File: src/rtl/battle_turn_ctl.sv
// Game-control FSM: mouse-to-cell mapping, ship placement, turn-based shooting handshake, hit counting, win/lose.
// Optional aiming watchdog compiled in with `define AIM_TIMEOUT_EN.
module battle_turn_ctl #(
   parameter int GRID_N         = 10,
   parameter int CELL_W         = 32,
   parameter int ORIGIN_X       = 96,
   parameter int ORIGIN_Y       = 193,
   parameter int SHIPS_N        = 10,
   parameter int HITS_TO_WIN    = 20,
   parameter int TIMEOUT_FRAMES = 600
) (
   input  logic        clk,
   input  logic        rst,
   input  logic        frame_tick,
   input  logic        start_button,
   input  logic        mouse_left,
   input  logic [11:0] mouse_xpos,
   input  logic [11:0] mouse_ypos,
   input  logic [3:0]  ship_count,
   input  logic        first_player,
   input  logic        opp_shot_valid,
   input  logic        opp_shot_hit,
   input  logic        shot_ack,
   input  logic        shot_hit,
   output logic [7:0]  mouse_position,
   output logic        pick_ship,
   output logic        pick_place,
   output logic        shot_req,
   output logic [7:0]  shot_pos,
   output logic [7:0]  hits_mine,
   output logic [7:0]  hits_theirs,
   output logic        win,
   output logic        lose,
   output logic [3:0]  state_led
);

   localparam logic [3:0] S_IDLE  = 4'b0001;
   localparam logic [3:0] S_PLACE = 4'b0010;
   localparam logic [3:0] S_WAIT  = 4'b0100;
   localparam logic [3:0] S_AIM   = 4'b1000;
   localparam logic [3:0] S_SHOT  = 4'b1001;
   localparam logic [3:0] S_WIN   = 4'b1111;
   localparam logic [3:0] S_LOSE  = 4'b1110;

   localparam int          CELL_SH = $clog2(CELL_W);
   localparam logic [12:0] X_LO    = 13'(ORIGIN_X);
   localparam logic [12:0] X_HI    = 13'(ORIGIN_X + GRID_N * CELL_W);
   localparam logic [12:0] Y_LO    = 13'(ORIGIN_Y);
   localparam logic [12:0] Y_HI    = 13'(ORIGIN_Y + GRID_N * CELL_W);
   localparam logic [4:0]  SHIPS_L = 5'(SHIPS_N);
   localparam logic [7:0]  HITS_L  = 8'(HITS_TO_WIN);

   if (GRID_N < 2 || GRID_N > 15 || HITS_TO_WIN < 1 || HITS_TO_WIN > 255 ||
       TIMEOUT_FRAMES < 1 || CELL_W != (1 << CELL_SH)) begin : g_param_check
      $error("battle_turn_ctl: illegal parameter combination");
   end

   logic [3:0]  state;
   logic        mouse_left_q;
   logic        click;
   logic        on_board;
   logic        in_grid;
   logic [11:0] dx;
   logic [11:0] dy;
   logic [7:0]  cell_pos;
   logic [7:0]  mine_inc;
   logic [7:0]  theirs_inc;
   logic        timeout_fire;

   // Bounds test in 13 bits first; the 12-bit subtraction is then known not to wrap.
   always_comb begin
      in_grid  = ({1'b0, mouse_xpos} >= X_LO) && ({1'b0, mouse_xpos} < X_HI) &&
                 ({1'b0, mouse_ypos} >= Y_LO) && ({1'b0, mouse_ypos} < Y_HI);
      dx       = mouse_xpos - 12'(ORIGIN_X);
      dy       = mouse_ypos - 12'(ORIGIN_Y);
      cell_pos = 8'hFF;
      if (in_grid) begin
         cell_pos = {4'(dy >> CELL_SH), 4'(dx >> CELL_SH)};
      end
   end

   assign click      = mouse_left & ~mouse_left_q;
   assign on_board   = (mouse_position != 8'hFF);
   assign pick_ship  = (state == S_PLACE) & click & on_board;
   assign state_led  = state;
   assign mine_inc   = (hits_mine == 8'hFF) ? 8'hFF : hits_mine + 8'd1;
   assign theirs_inc = (hits_theirs == 8'hFF) ? 8'hFF : hits_theirs + 8'd1;

`ifdef AIM_TIMEOUT_EN
   localparam logic [15:0] TMO_LAST = 16'(TIMEOUT_FRAMES - 1);
   logic [15:0] tmo_cnt;

   // Counter is held at zero outside AIM, so every AIM entry starts a fresh window.
   always_ff @(posedge clk) begin
      if (rst || state != S_AIM) begin
         tmo_cnt <= '0;
      end else if (frame_tick) begin
         tmo_cnt <= tmo_cnt + 16'd1;
      end
   end

   assign timeout_fire = frame_tick && (tmo_cnt == TMO_LAST);
`else
   assign timeout_fire = 1'b0;
`endif

   always_ff @(posedge clk) begin
      if (rst) begin
         state          <= S_IDLE;
         mouse_left_q   <= 1'b0;
         mouse_position <= 8'hFF;
         pick_place     <= 1'b0;
         shot_req       <= 1'b0;
         shot_pos       <= 8'hFF;
         hits_mine      <= '0;
         hits_theirs    <= '0;
         win            <= 1'b0;
         lose           <= 1'b0;
      end else begin
         mouse_left_q <= mouse_left;
         pick_place   <= 1'b0;
         if (frame_tick) begin
            mouse_position <= cell_pos;
         end

         case (state)
            S_IDLE: begin
               if (start_button) begin
                  state <= S_PLACE;
               end
            end

            S_PLACE: begin
               if ({1'b0, ship_count} >= SHIPS_L) begin
                  state <= first_player ? S_AIM : S_WAIT;
               end
            end

            S_WAIT: begin
               if (opp_shot_valid) begin
                  if (opp_shot_hit) begin
                     hits_theirs <= theirs_inc;
                     if (theirs_inc == HITS_L) begin
                        state <= S_LOSE;
                        lose  <= 1'b1;
                     end
                  end else begin
                     state <= S_AIM;
                  end
               end
            end

            S_AIM: begin
               if (click && on_board) begin
                  shot_pos   <= mouse_position;
                  pick_place <= 1'b1;
                  state      <= S_SHOT;
               end else if (timeout_fire) begin
                  shot_pos <= 8'hFF;
                  state    <= S_SHOT;
               end
            end

            // shot_req rises on the first SHOT cycle, one cycle after pick_place.
            S_SHOT: begin
               if (shot_req && shot_ack) begin
                  shot_req <= 1'b0;
                  if (shot_hit) begin
                     hits_mine <= mine_inc;
                     if (mine_inc == HITS_L) begin
                        state <= S_WIN;
                        win   <= 1'b1;
                     end else begin
                        state <= S_AIM;
                     end
                  end else begin
                     state <= S_WAIT;
                  end
               end else begin
                  shot_req <= 1'b1;
               end
            end

            S_WIN, S_LOSE: begin
               if (start_button) begin
                  state       <= S_IDLE;
                  hits_mine   <= '0;
                  hits_theirs <= '0;
                  win         <= 1'b0;
                  lose        <= 1'b0;
                  shot_pos    <= 8'hFF;
               end
            end

            default: begin
               state    <= S_IDLE;
               shot_req <= 1'b0;
            end
         endcase
      end
   end

endmodule

File: config.mk
export PLATFORM = sky130hd
export DESIGN_NAME = battle_turn_ctl
export DESIGN_NICKNAME = d
export VERILOG_FILES = /design/src/rtl/battle_turn_ctl.sv
export SDC_FILE = /design/constraint.sdc
export NUM_CORES = 1
export LEC_CHECK = 0
export ABC_AREA = 1
export BUFFER_PORTS_ARGS = -buffer_cell sky130_fd_sc_hd__buf_4
export CAP_MARGIN = 20
export CORE_ASPECT_RATIO = 1.1
export CORE_MARGIN = 2
export CORE_UTILIZATION = 46
export CTS_CLUSTER_SIZE = 25
export DETAILED_ROUTE_END_ITERATION = 8
export HOLD_SLACK_MARGIN = 0.06
export PLACE_DENSITY = 0.87
export SYNTH_ARGS = -nofsm -noshare
export SYNTH_HDL_FRONTEND = slang
export SYNTH_SLANG_ARGS = --single-unit
File: constraint.sdc
create_clock -name clk -period 1.55 [get_ports clk]
set_input_delay 0.31 -clock clk [delete_from_list [all_inputs] [get_ports clk]]
set_output_delay 0.31 -clock clk [all_outputs]
set_load 0.05 [all_outputs]
# == Yosys cells after proc, flatten, opt, wreduce, memory -nomap -nowiden ==
# Index checks and enable logic that the tools add are counted.
# word_totals
reg_bits,41
latch_bits,0
mem_bits_rw,0
mem_bits_ro,0
mem_count,0
# classes
addsub,4
mul,0
div,0
magnitude_cmp,5
n_eq_ne,23
shift,0
n_mux,37
n_bitwise,5
n_reduce_logical,17
# op_table
op,count
8-bit 2-to-1 mux,10
8-bit one-hot mux with 2 select lines,3
4-bit 2-to-1 mux,10
4-bit one-hot mux with 6 select lines,1
"2-bit inequality test, second input constant",9
"8-bit by 1-bit adder with 8-bit output, second input constant",2
"4-bit == test, second input constant",4
"8-bit by 5-bit == test with 1-bit output, second input constant",2
"8-bit == test, second input constant",2
"12-bit by 7-bit greater-or-equal comparator with 1-bit output, second input constant",1
"12-bit by 8-bit greater-or-equal comparator with 1-bit output, second input constant",1
"12-bit by 10-bit < comparator with 1-bit output, second input constant",1
"12-bit by 9-bit < comparator with 1-bit output, second input constant",1
5-bit AND reduction,2
1-bit 2-to-1 mux,9
"9-bit by 7-bit subtractor with 9-bit output, second input constant",1
"9-bit by 8-bit subtractor with 9-bit output, second input constant",1
"8-bit inequality test, second input constant",1
4-bit AND reduction,2
7-bit AND reduction,1
1-bit one-hot mux with 2 select lines,3
2-bit nonzero test,3
6-bit OR reduction,1
1-bit logical AND,5
11 further kinds,15

# == Longest topological paths before layout ==
# depth
word_depth,7
ltp_mapped,12

# == Worst setup path after synthesis ==
# OpenSTA, ideal clock, no wires.
# synth_path
kind,register to register
startpoint,register hits_theirs[0]
endpoint,register state[1] (netlist: state_led[1])
setup_time_ns,0.068
t_arrival_ns,2.050
path_slack_ns,-0.568
stages_incl_launch_ff,12
period_less_slack_ns,2.118
cell_sequence,dfxtp_1 > ha_1 > nand3_1 > nor3_2 > inv_1 > nand3_1 > nor2_1 > nand2_1 > nand2_1 > nand2_2 > nand2_1 > a21oi_2
# synth_between
elab_chain_cells,5
# synth_rtl
element,line,text
"start, declared",31,"output logic [7:0] hits_theirs,"
"start signal, assigned",142,hits_theirs <= theirs_inc;
8-bit by 1-bit adder with 8-bit output / 8-bit == test (equally long branches),87,assign theirs_inc = (hits_theirs == 8'hFF) ? 8'hFF : hits_theirs + 8'd1;
8-bit 2-to-1 mux *,87,
8-bit by 5-bit == test with 1-bit output *,143,if (theirs_inc == HITS_L) begin
3-bit inequality test (no line) *,-,
7-bit AND reduction (no line) *,-,
"end signal, assigned",135,state <= first_player ? S_AIM : S_WAIT;
"end, declared",58,logic [3:0] state;
# Mark *: on every way between the ends. The rest lies on a longest branch, timed or not.
# A chain may end at the register's enable or synchronous reset.

# == Worst setup path after layout ==
# Same ends and word-level chain as after synthesis.

==> metrics <==
yosys warns=0; hold crit path type=in -> reg; ANT cells=0; number of max-cap violations=0; period utilisation layout=1.127; Worst Path Max Fanout=5; Vias=3093; Critical Path RT=1.79 ns; ys flop type=dfxtp_1; Max Clk Rate=572.4 MHz; total gr overflow=0; Rel. slew slack=0.7598; area added between synthesis and finish=60.89%; RR Endpoint=state_led[1]; Post-synth EDFFs=0; sequential share of the synthesized area=0.3444; failing checks=negative setup slack; post-route ant nets=0; DRC=0; final worst slack=-0.1971 ns; clock skew=0.01160 ns; DR WL/cell=14.24 um; flop2flop setup slack=-0.20 ns; fin crit period=1.747 ns; first-pass GRT wire length=12.41 mm; Final #Nets=548; RSZ-0062 raised after global routing=true; CTS tree=done; Clock Pin Slew Worst Setup and Hold Paths=0.09 ns; post-synth net total=418; worst hold start=mouse_left; vias in the first global route=2942; Max Slew Vio Count=0; Power Dens Cells=748.5 nW/um^2; Die Ht=79.50 um; run status=finished with violations; largest area contributor in the netlist=dfxtp_1; CP most frequent cell=nand2_1; width of the die=72.64 um; dpl cells=543; initial antenna violation count=0; CTS Buffer Depth=2; Area after DPL=3395 um^2; Initial DRC Count=182; drt first pass iters=5; Reg2Reg Launch Point=hits_theirs[0]; peak supply drop=0.5148 mV; Initial Utilization=0.4767; critical path arrival=1.98 ns; DP Worst Slack=-0.2111 ns; CP max stage delay=0.37 ns; Mapped Area=2384 um^2; I/O Buffers=72; Vias/cell=5.465; share of the synthesized area in the top cell type=0.3444; FILL cells=337; Lkg Pwr=1.745 nW; final hold violation count=0; final core utilization=0.7670; Site Rows=27; largest net degree at the start of global routing=32; most common cell in the netlist=nand2_1; HPWL Detailed=5.331 mm; CTS Sinks=41; Worst R2R Path Depth=11; Hold EP=mouse_left_q; Synth top cells by count=nand2_1, nor2_1, dfxtp_1, a21oi_1, inv_1; total power draw=2.870 mW; crit-path cells=ha_4 > nand3_4 > buf_6 > nor2_4 > o21ai_2 > nand2_1 > nor2_2 > nand2_2 > a21oi_4 > nand2_1 > a21oi_2; Slowest cell on crit path=dfxtp_4; Final Non-Filler Cells=566; Root Buffer=clkbuf_8; Worst-Skew Late Latency=0.30 ns; Syn Area/Cell=6.322 um^2; # setup viols final=5; Netlist cell types=36; WS Path Type=reg -> reg; Core ar.=5000 um^2; GR Util All Layers=0.2653; full die area=5774 um^2; final wirelength=8.061 mm; Synth area leaders=dfxtp_1, nand2_1, a21oi_1; H-tree lvl count=2; total CTS buffers=5; Cells after Synth=377; layout cells sized above 1=0.4646; Hold Path Stages=3; Worst-Margin Slew=0.3603 ns; I/O pin count=79; Startpoint Class=register; Async SR Flop Fraction=0; RD Place Congestion=0.8623; flip-flop and latch count after synthesis=41; Worst setup EP type=register; design area=3835 um^2
[cells by family (layout without fill, tap and decap cells)]
family	count (synthesis)	after routing	share of synthesized area
fa+ha+maj	3	3	0.01575
simple gates	208	208	0.3664
buf+inv	42	173	0.07034
xor+xnor	4	4	0.01470
compound gates	79	79	0.1885
flops	41	41	0.3444
[cell usage in the layout (no fill, tap or decap), types with 3 or more instances in the layout]
master      n
a21oi_1    37
a21oi_2     4
buf_4     122
buf_6       5
clkbuf_8    5
dfxtp_1    13
dfxtp_2    17
dfxtp_4    11
inv_1      28
inv_2       7
nand2_1    96
nand2_2    15
nand2_4     3
nand3_1    14
nand3_2     7
nand4_1     5
nor2_1     34
nor2_2     11
nor2_4      8
nor3_1      6
o21ai_0    17
o21ai_1     6
o21ai_2     3
o21bai_1    3
[registers in the layout, indices dropped and copies added, names as in the netlist, 4 cells and up]
register        cells
hits_mine           8
mouse_position      8
shot_pos            8
hits_theirs         8
state_led           4
[cell type report]
type	instances	area [um^2]	area share
Sequential cell	41	883.3	0.2303
Multi-Input combinational cell	294	1672	0.4359
Clock buffer	6	72.57	0.01892
Inverter	38	152.6	0.03980
Tap cell	58	72.57	0.01892
Clock inverter	2	10.01	0.002610
Timing Repair Buffer	127	972.2	0.2535
[power breakdown]
group          switching, mW  internal (mW)  total (mW)
clock network          0.404          0.313       0.717
registers             0.0833           1.10        1.19
logic                  0.568          0.399       0.967
total                   1.05           1.82        2.87
[stage by stage]
stage / setup TNS (ns) / hold slack [ns]
2_1_floorplan: -2.009 / 0.4131
3_3_place_gp: -1.185 / 0.4546
3_5_place_dp: -2.185 / 0.4580
4_1_cts: -0.3753 / 0.2318
5_1_grt: -1.634 / 0.2518
6_report: -0.7486 / 0.2387
[repair_timing]
item	CTS	global route
gates resized for setup	24	52
endpoints found under the setup margin	21	33
buffers inserted	4	12
hold buffers	0	0
pin swaps	22	30
[worst max-delay path: cells and delay by family, from the launching register on]
family / cells / cell delay [ns]
flops: 1 / 0.37
buf+inv: 1 / 0.12
compound gates: 3 / 0.45
fa+ha+maj: 1 / 0.18
simple gates: 6 / 0.57
[how the worst max path moves through the flow]
stage | start | end | slack [ns] | depth (start not counted)
6_report | hits_theirs[0] | state_led[1] | -0.20 | 11
5_1_grt | hits_theirs[4] | state_led[3] | -0.29 | 10
4_1_cts | hits_theirs[0] | state_led[3] | -0.10 | 11
3_5_place_dp | mouse_ypos[4] | mouse_position[6] | -0.21 | 8
3_3_place_gp | mouse_ypos[4] | mouse_position[6] | -0.13 | 8
2_1_floorplan | state_led[1] | state_led[1] | -0.14 | 12
[per-layer routing]
metal | wire length (um) | up-vias | global-route usage
met5 | 0 | - | 0
met4 | 210 | 0 | 0.1278
met3 | 515 | 30 | 0.05303
met2 | 4223 | 132 | 0.4718
met1 | 3111 | 1433 | 0.2977
li1 | - | 1498 | -
(Power assumes the default switching activity.)
